### src/rtl/gf_mat_vec_mul_stream.sv
// GF(2^8) matrix-vector multiply over beat streams: y = M*x (or y0 ^ M*x), one byte per row.
// Latency 1 cycle from a row's last matrix beat to o_res_valid; matrix stalls only on a full, unconsumed result.
module gf_mat_vec_mul_stream #(
    parameter int MAT_ROWS  = 8,
    parameter int MAT_COLS  = 8,
    parameter int N_GF      = 8,
    parameter int PROC_SIZE = N_GF*8
) (
    input  logic                 i_clk,
    input  logic                 i_rst_n,
    input  logic                 i_start,
    input  logic                 i_acc_en,
    input  logic [PROC_SIZE-1:0] i_vec,
    input  logic                 i_vec_valid,
    output logic                 o_vec_ready,
    input  logic [PROC_SIZE-1:0] i_mat,
    input  logic                 i_mat_valid,
    output logic                 o_mat_ready,
    input  logic [7:0]           i_y0,
    output logic [7:0]           o_res,
    output logic                 o_res_valid,
    input  logic                 i_res_ready,
    output logic                 o_res_last,
    output logic                 o_busy,
    output logic                 o_done
);
    localparam int BEATS = MAT_COLS / N_GF;
    localparam int BW    = (BEATS > 1) ? $clog2(BEATS) : 1;
    localparam int RW    = (MAT_ROWS > 1) ? $clog2(MAT_ROWS) : 1;

    typedef enum logic [1:0] {IDLE, LOAD_VEC, MAT, DRAIN} state_t;

    state_t               state_q, state_d;
    logic [PROC_SIZE-1:0] vbuf_q [2**BW];
    logic [BW-1:0]        vcnt_q, vcnt_d, col_q, col_d;
    logic [RW-1:0]        row_q, row_d;
    logic                 acc_mode_q, acc_mode_d;
    logic [7:0]           acc_q, acc_d, res_q, res_d;
    logic                 res_vld_q, res_vld_d, res_last_q, res_last_d;
    logic                 vec_we, mat_rdy, first_beat, last_beat, last_row, res_fire;
    logic [7:0]           partial, sum;

    // Shift-and-add multiply, reducing by 0x11B as each doubling overflows.
    function automatic logic [7:0] gf_mul(input logic [7:0] a, input logic [7:0] b);
        logic [7:0] p;
        logic [7:0] aa;
        p  = 8'h00;
        aa = a;
        for (int i = 0; i < 8; i++) begin
            if (b[i]) p = p ^ aa;
            aa = {aa[6:0], 1'b0} ^ (aa[7] ? 8'h1B : 8'h00);
        end
        return p;
    endfunction

    always_comb begin
        partial = 8'h00;
        for (int j = 0; j < N_GF; j++) begin
            partial = partial ^ gf_mul(i_mat[PROC_SIZE-1-8*j -: 8], vbuf_q[col_q][PROC_SIZE-1-8*j -: 8]);
        end
    end

    always_comb begin
        state_d     = state_q;
        vcnt_d      = vcnt_q;
        col_d       = col_q;
        row_d       = row_q;
        acc_mode_d  = acc_mode_q;
        acc_d       = acc_q;
        res_d       = res_q;
        res_vld_d   = res_vld_q;
        res_last_d  = res_last_q;
        vec_we      = 1'b0;
        mat_rdy     = 1'b0;
        o_vec_ready = 1'b0;
        o_done      = 1'b0;
        first_beat  = (col_q == '0);
        last_beat   = (col_q == BW'(BEATS-1));
        last_row    = (row_q == RW'(MAT_ROWS-1));
        sum         = (first_beat ? (acc_mode_q ? i_y0 : 8'h00) : acc_q) ^ partial;
        res_fire    = res_vld_q && i_res_ready;

        if (res_fire) begin
            res_vld_d  = 1'b0;
            res_last_d = 1'b0;
        end

        case (state_q)
            IDLE: begin
                if (i_start) begin
                    state_d    = LOAD_VEC;
                    acc_mode_d = i_acc_en;
                end
            end
            LOAD_VEC: begin
                o_vec_ready = 1'b1;
                if (i_vec_valid) begin
                    vec_we = 1'b1;
                    if (vcnt_q == BW'(BEATS-1)) begin
                        vcnt_d  = '0;
                        state_d = MAT;
                    end else begin
                        vcnt_d = vcnt_q + 1'b1;
                    end
                end
            end
            MAT: begin
                // A row-ending beat needs somewhere to put its result.
                mat_rdy = !(res_vld_q && !i_res_ready && last_beat);
                if (i_mat_valid && mat_rdy) begin
                    acc_d = sum;
                    if (last_beat) begin
                        col_d      = '0;
                        res_d      = sum;
                        res_vld_d  = 1'b1;
                        res_last_d = last_row;
                        if (last_row) begin
                            row_d   = '0;
                            state_d = DRAIN;
                        end else begin
                            row_d = row_q + 1'b1;
                        end
                    end else begin
                        col_d = col_q + 1'b1;
                    end
                end
            end
            DRAIN: begin
                if (res_fire && res_last_q) begin
                    state_d = IDLE;
                    o_done  = 1'b1;
                end
            end
            default: state_d = IDLE;
        endcase
    end

    always_ff @(posedge i_clk or negedge i_rst_n) begin
        if (!i_rst_n) begin
            state_q    <= IDLE;
            vcnt_q     <= '0;
            col_q      <= '0;
            row_q      <= '0;
            acc_mode_q <= 1'b0;
            acc_q      <= 8'h00;
            res_q      <= 8'h00;
            res_vld_q  <= 1'b0;
            res_last_q <= 1'b0;
            for (int k = 0; k < 2**BW; k++) vbuf_q[k] <= '0;
        end else begin
            state_q    <= state_d;
            vcnt_q     <= vcnt_d;
            col_q      <= col_d;
            row_q      <= row_d;
            acc_mode_q <= acc_mode_d;
            acc_q      <= acc_d;
            res_q      <= res_d;
            res_vld_q  <= res_vld_d;
            res_last_q <= res_last_d;
            if (vec_we) vbuf_q[vcnt_q] <= i_vec;
        end
    end

    assign o_mat_ready = mat_rdy;
    assign o_res       = res_q;
    assign o_res_valid = res_vld_q;
    assign o_res_last  = res_last_q;
    assign o_busy      = (state_q != IDLE);

endmodule

### config.mk
export PLATFORM = sky130hd
export DESIGN_NAME = gf_mat_vec_mul_stream
export DESIGN_NICKNAME = d
export VERILOG_FILES = /design/src/rtl/gf_mat_vec_mul_stream.sv
export SDC_FILE = /design/constraint.sdc
export NUM_CORES = 1
export LEC_CHECK = 0
export BUFFER_PORTS_ARGS = -buffer_cell sky130_fd_sc_hd__buf_2
export CAP_MARGIN = 30
export CORE_AREA = 2 2 161 163
export DETAILED_ROUTE_END_ITERATION = 6
export DIE_AREA = 0 0 163 165
export PLACE_DENSITY = 0.82
export SYNTH_ARGS = -nofsm -noshare
export SYNTH_HDL_FRONTEND = slang
export SYNTH_SLANG_ARGS = --single-unit
export TNS_END_PERCENT = 50
### constraint.sdc
create_clock -name i_clk -period 5.4 [get_ports i_clk]
set_input_delay 1.08 -clock i_clk [delete_from_list [all_inputs] [get_ports i_clk]]
set_output_delay 1.08 -clock i_clk [all_outputs]
set_load 0.01 [all_outputs]
# --- Yosys cells after proc, flatten, opt, wreduce, memory -nomap -nowiden ---
# Cells that the tools add are included.
op_classes:
  n_mux: 153
  n_lt_le_gt_ge: 3
  eq_ne: 11
  n_addsub: 3
  reduce_logical: 15
  bitwise_logic: 123
ops:
  columns: ["operator", "count"]
  rows:
  - ["8-bit two-way mux", 66]
  - ["8-bit XOR", 64]
  - ["8-bit by 5-bit XOR with 8-bit output", 56]
  - ["5-bit two-way mux", 56]
  - ["64-bit two-way mux", 4]
  - ["128-bit bitwise mux", 1]
  - ["64-bit demux with 1-bit select", 1]
  - ["1-bit two-way mux", 16]
  - ["2-bit two-way mux", 7]
  - ["2-bit != test, second input constant", 7]
  - ["2-bit case mux with 4 select lines", 1]
  - ["7-bit AND reduction", 1]
  - ["1-bit logical AND", 6]
  - ["2-bit AND reduction", 3]
  - ["2-bit == test, second input constant", 2]
  - ["2-bit >= comparator, second input constant", 2]
  - ["1-bit inverter with 2-bit output", 2]
  - ["3-bit by 1-bit adder with 3-bit output, second input constant", 1]
  - ["3-bit == test, second input constant", 1]
  - ["3-bit two-way mux", 1]
  - ["3-bit AND reduction", 1]
  - ["1-bit adder, second input constant", 2]
  - ["2-bit by 1-bit == test with 1-bit output, second input constant", 1]
  - ["1-bit logical NOT", 2]
  - ["4 further kinds", 4]
word_totals:
  output_inout_bits: 14
  in_bits: 143
  regBits: 154

# --- Longest topological paths before layout ---
logic_depth:
  word_depth: 27
  ltp_mapped: 11
  mapped_depth_nobuf: 9

# --- Worst setup path after synthesis ---
# OpenSTA, ideal clock, no wires.
synth_timing:
  path_kind: "input to register"
  from: "in i_mat[5]"
  to: "reg acc_q[4]"
  path_buffers: 1
  path_slack_ns: 2.043
  arrival_ns: 3.281
  stages: 10
  required_time_ns: 5.323
  setup_time_ns: 0.077
  cell_sequence: "buf_2 xor2_1 xor2_1 nand2_1 xnor2_1 xnor2_1 xnor3_1 xnor2_1 xnor3_1 o21ai_1"
synth_between:
  elab_chain_cells: 16
synth_lines:
  columns: ["item", "line", "source"]
  rows:
  - ["start: declaration", "16", "input logic [PROC_SIZE-1:0] i_mat,"]
  - ["8-bit by 5-bit XOR with 8-bit output * (2 in a row)", "51", "aa = {aa[6:0], 1'b0} ^ (aa[7] ? 8'h1B : 8'h00);"]
  - ["5-bit two-way mux *", "51", null]
  - ["8-bit by 5-bit XOR with 8-bit output *", "51", null]
  - ["8-bit XOR", "50", "if (b[i]) p = p ^ aa;"]
  - ["8-bit two-way mux", "50", null]
  - ["8-bit XOR", "50", null]
  - ["8-bit two-way mux", "50", null]
  - ["8-bit XOR", "50", null]
  - ["8-bit two-way mux", "50", null]
  - ["8-bit XOR", "50", null]
  - ["8-bit two-way mux", "50", null]
  - ["8-bit XOR", "50", null]
  - ["8-bit two-way mux *", "50", null]
  - ["8-bit XOR *", "59", "partial = partial ^ gf_mul(i_mat[PROC_SIZE-1-8*j -: 8], vbuf_q[col_q][PROC_SIZE-1-8*j -: 8]);"]
  - ["8-bit XOR *", "80", "sum = (first_beat ? (acc_mode_q ? i_y0 : 8'h00) : acc_q) ^ partial;"]
  - ["end signal: assignment", "145", "acc_q <= 8'h00;"]
  - ["end signal: assignment", "156", "acc_q <= acc_d;"]
  - ["end: declaration", "38", "logic [7:0] acc_q, acc_d, res_q, res_d;"]
# Every way passes the cells marked *; elsewhere a longest branch is shown, timed or not.
# A chain may end at the register's enable or synchronous reset.

# --- Worst setup path after layout ---
layout_timing:
  from: "in i_mat[15]"
  to: "reg acc_q[5]"
layout_between:
  elab_chain_cells: 18
layout_lines:
  columns: ["item", "line"]
  rows:
  - ["5-bit two-way mux *", "51"]
  - ["8-bit by 5-bit XOR with 8-bit output * (2 in a row)", "51"]
  - ["8-bit XOR", "50"]
  - ["8-bit two-way mux", "50"]
  - ["8-bit XOR", "50"]
  - ["8-bit two-way mux", "50"]
  - ["8-bit XOR", "50"]
  - ["8-bit two-way mux", "50"]
  - ["8-bit XOR", "50"]
  - ["8-bit two-way mux", "50"]
  - ["8-bit XOR", "50"]
  - ["8-bit two-way mux", "50"]
  - ["8-bit XOR", "50"]
  - ["8-bit two-way mux *", "50"]
  - ["8-bit XOR * (2 in a row)", "59"]
  - ["8-bit XOR *", "80"]
# Marks and branches as above.

==> impl_metrics.py <==
metrics = {
    "sta": {
        "setup_tns_ps": 0,
        "rsz0062_at_grt": "no",
        "hold_viol": 0,
        "tightest_slew_ps": 954,
        "finClkSkew_ps": 15.9,
        "relSlewSlack_pct": 36.2,
        "slew_viol_final": 0,
        "max_freq_ghz": 0.250,
        "finalCriticalPeriod_ps": 4000,
        "setup_viol": 0,
        "timing.final.crit_share_pct": 74.1,
    },
    "clock_network": {
        "clock_latency_ps": 380,
        "cts_hold_buf": 0,
        "cts_setup_buffers": 0,
        "clock-root-buffer": "clkbuf_16",
        "clk_pin_slew_ps": 80,
        "ctsLongestPathBuffers": 2,
        "cts_buffers": 9,
        "clkSinkCount": 80,
        "cts_resized": 0,
        "cts.htree.levels": 3,
        "tritoncts": "done",
    },
    "outcome": {
        "run_status": "finished clean",
    },
    "finish": {
        "fill_cells": 2337,
        "nets": 1797,
        "layout-drive-gt1-share_pct": 16.6,
        "fin_cells": 1982,
        "area_growth_syn_to_layout_pct": 7.70,
        "antenna-diode-count": 0,
    },
    "synth": {
        "ys_types": 51,
        "ys.flop_type": "dfrtp_1",
        "syn-num-nets": 1754,
        "synth_cells": 1604,
        "synth_edf_count": 0,
        "synth_warnings": 0,
        "syn-cell-area_mm2": 0.0131,
        "yosysSeqAreaShare_pct": 15.2,
        "syn_avg_cell_area_um2": 8.19,
        "synth.ff_latch_count": 80,
        "async_flop_share_pct": 100,
    },
    "setup_path": {
        "arrival_ps": 4290,
        "worstSetupPathType": "input pin to flip-flop",
        "path_max_fanout": 11,
        "worst_setup_path_start_kind": "input pin",
        "cp-startpoint": "i_mat[15]",
        "timing.rr.start": "vbuf_q[84]$_DFFE_PN0P_",
        "cp-end-kind": "flip-flop",
        "worstPathRequired_ps": 5690,
    },
    "min_path": {
        "hp-start": "acc_q[7]$_DFFE_PN0P_",
        "hold_path_class": "flip-flop to flip-flop",
    },
    "floorplan": {
        "start_util_pct": 52.5,
        "dieArea_mm2": 0.0269,
        "pin_count": 157,
        "die_h_um": 165,
        "rows": 58,
        "fp.dieW_um": 163,
        "coreArea_mm2": 0.0250,
    },
    "drt": {
        "vias": 11403,
        "ant_nets": 0,
        "drtIter0Drc": 1382,
        "drc": 0,
        "wl_per_cell_um": 28.4,
        "dr.pass1.iters": 5,
        "viasPerCell": 5.75,
        "drt_wl_total_um": 56200,
    },
    "global_routing": {
        "first_global_vias": 10763,
        "antenna_found_initial": 0,
        "grt_max_degree": 42,
        "grt_overflow_total": 0,
        "grt_pass1_wl_um": 78700,
        "track_usage_pct": 42.2,
    },
    "place": {
        "dp_cells": 1966,
        "place_hpwl_um": 45300,
        "port_buffers": 156,
        "place.gp.congestion": 1.09,
    },
    "flow_run": {
        "cap_violations": 0,
    },
}
==> cell type report <==
class / count / area [µm²] / share of cell area, %
sequential: 80 / 2000 / 14.2
tap: 330 / 413 / 2.92
timing repair buffer: 160 / 826 / 5.84
clock inverter: 6 / 115 / 0.814
inverter: 18 / 67.6 / 0.478
multi-input combinational: 1378 / 10500 / 74.1
clock buffer: 10 / 239 / 1.69
==> kinds of logic after synthesis <==
group	after synthesis	share of synthesized area, %
AO/OA/AOI/OAI	71	3.70
adder cells (fa/ha/maj)	7	0.667
multiplexers	78	6.59
buffers and inverters	146	4.96
flip-flops	80	15.2
AND/OR/NAND/NOR	548	16.4
XOR/XNOR	674	52.4
==> layout by cell type (no fill, tap or decap), types with 2 or more instances in the layout <==
| master | n |
|---|---|
| nand2_1 | 498 |
| xnor2_1 | 412 |
| xor2_1 | 189 |
| buf_2 | 155 |
| dfrtp_1 | 80 |
| mux2_2 | 68 |
| xnor3_1 | 31 |
| xor3_1 | 20 |
| inv_1 | 17 |
| nand3_1 | 13 |
| o21ai_0 | 13 |
| a21oi_1 | 12 |
| nor2_1 | 10 |
| mux2i_1 | 10 |
| o22ai_1 | 9 |
| xor2_2 | 9 |
| o21ai_1 | 9 |
| clkbuf_16 | 9 |
| xor3_2 | 8 |
| ha_1 | 7 |
| nand3b_1 | 6 |
| nor2b_1 | 5 |
| o211ai_1 | 5 |
| o221ai_1 | 5 |
| nor3_1 | 4 |
| buf_4 | 4 |
| and2_1 | 3 |
| xnor2_2 | 3 |
| or2_2 | 3 |
| bufinv_16 | 3 |
| nand2b_1 | 2 |
| xor2_4 | 2 |
| a21o_1 | 2 |
| o21a_1 | 2 |
| a211oi_1 | 2 |
| a21oi_2 | 2 |
==> metrics by stage <==
stage               area [µm²]  setup slack [ps]  utilization, %  hold WS [ps]
finish                   14100              1400            56.5           499
global route             14100              1370            56.5           535
CTS                      14100              1520            56.5           499
detailed placement       13800              1140            55.1           483
global placement         13800              1150            55.0           470
floorplan                13100              2040               -           480
==> sequential cells by signal, indices dropped and copies added (netlist names) <==
name         flops
acc_mode_q       1
state_q          2
acc_q            8
vbuf_q          64
o_res_valid      1
o_res_last       1
row_q            3
==> synth_stat cells (2+ instances only) <==
master    instances  area [µm²]
o22ai_1           9        56.3
o211ai_1          5        37.5
xnor2_1         412        3610
mux2_2           68         766
mux2i_1          10         100
nand2_1         499        1870
a21oi_2           2        17.5
nor2_1           10        37.5
buf_4             9        67.6
xor2_4            2        55.1
buf_6             4        45.0
buf_2            32         160
buf_1             4        15.0
and2_1            3        18.8
xor3_2            8         200
ha_1              7        87.6
or2_2             3        18.8
clkbuf_1         79         297
xnor3_1          31         698
a21o_1            2        15.0
nor2b_1           5        31.3
nand2b_1          2        12.5
o21ai_1           9        45.0
inv_1            17        63.8
xor3_1           20         475
o221ai_1          5        43.8
dfrtp_1          80        2000
o21a_1            2        15.0
o21ai_0          13        65.1
nand3_1          13        65.1
xnor2_2           3        48.8
xor2_1          189        1660
xor2_2            9         146
a21oi_1          12        60.1
nand3b_1          6        45.0
a211oi_1          2        15.0
nor3_1            4        20.0
==> critical path: stages <==
cell and delay (ps):
buf_2 370, xor2_1 670, xor2_1 570, nand2_1 140, xor2_1 190, xnor2_1 220
xnor3_1 360, xnor2_1 150, xnor3_1 410, o21ai_1 120
==> layer usage <==
metal	track usage [%]	vias up	share of wire (%)	wire, µm
met1	55.8	5517	40	22700
met3	7.23	147	9.3	5200
met5	0	-	0	0
li1	-	5056	-	-
met4	22.7	0	6.5	3680
met2	66.0	683	44	24700
==> path summary, 6_finish.rpt <==
check                                               end  slack [ps]  cells past startpoint
min in group asynchronous        vbuf_q[73]$_DFFE_PN0P_         680                      1
worst min-delay path               acc_q[7]$_DFFE_PN0P_         500                      2
max in group asynchronous       vbuf_q[101]$_DFFE_PN0P_        4070                      2
worst max register to register     acc_q[1]$_DFFE_PN0P_        2080                      8
worst min register to register     acc_q[7]$_DFFE_PN0P_         500                      2
worst max-delay path               acc_q[5]$_DFFE_PN0P_        1400                     10
Power is left out: the tool's default activity adds up to more than one toggle a clock period on the data nets, which glitch-free logic cannot reach.
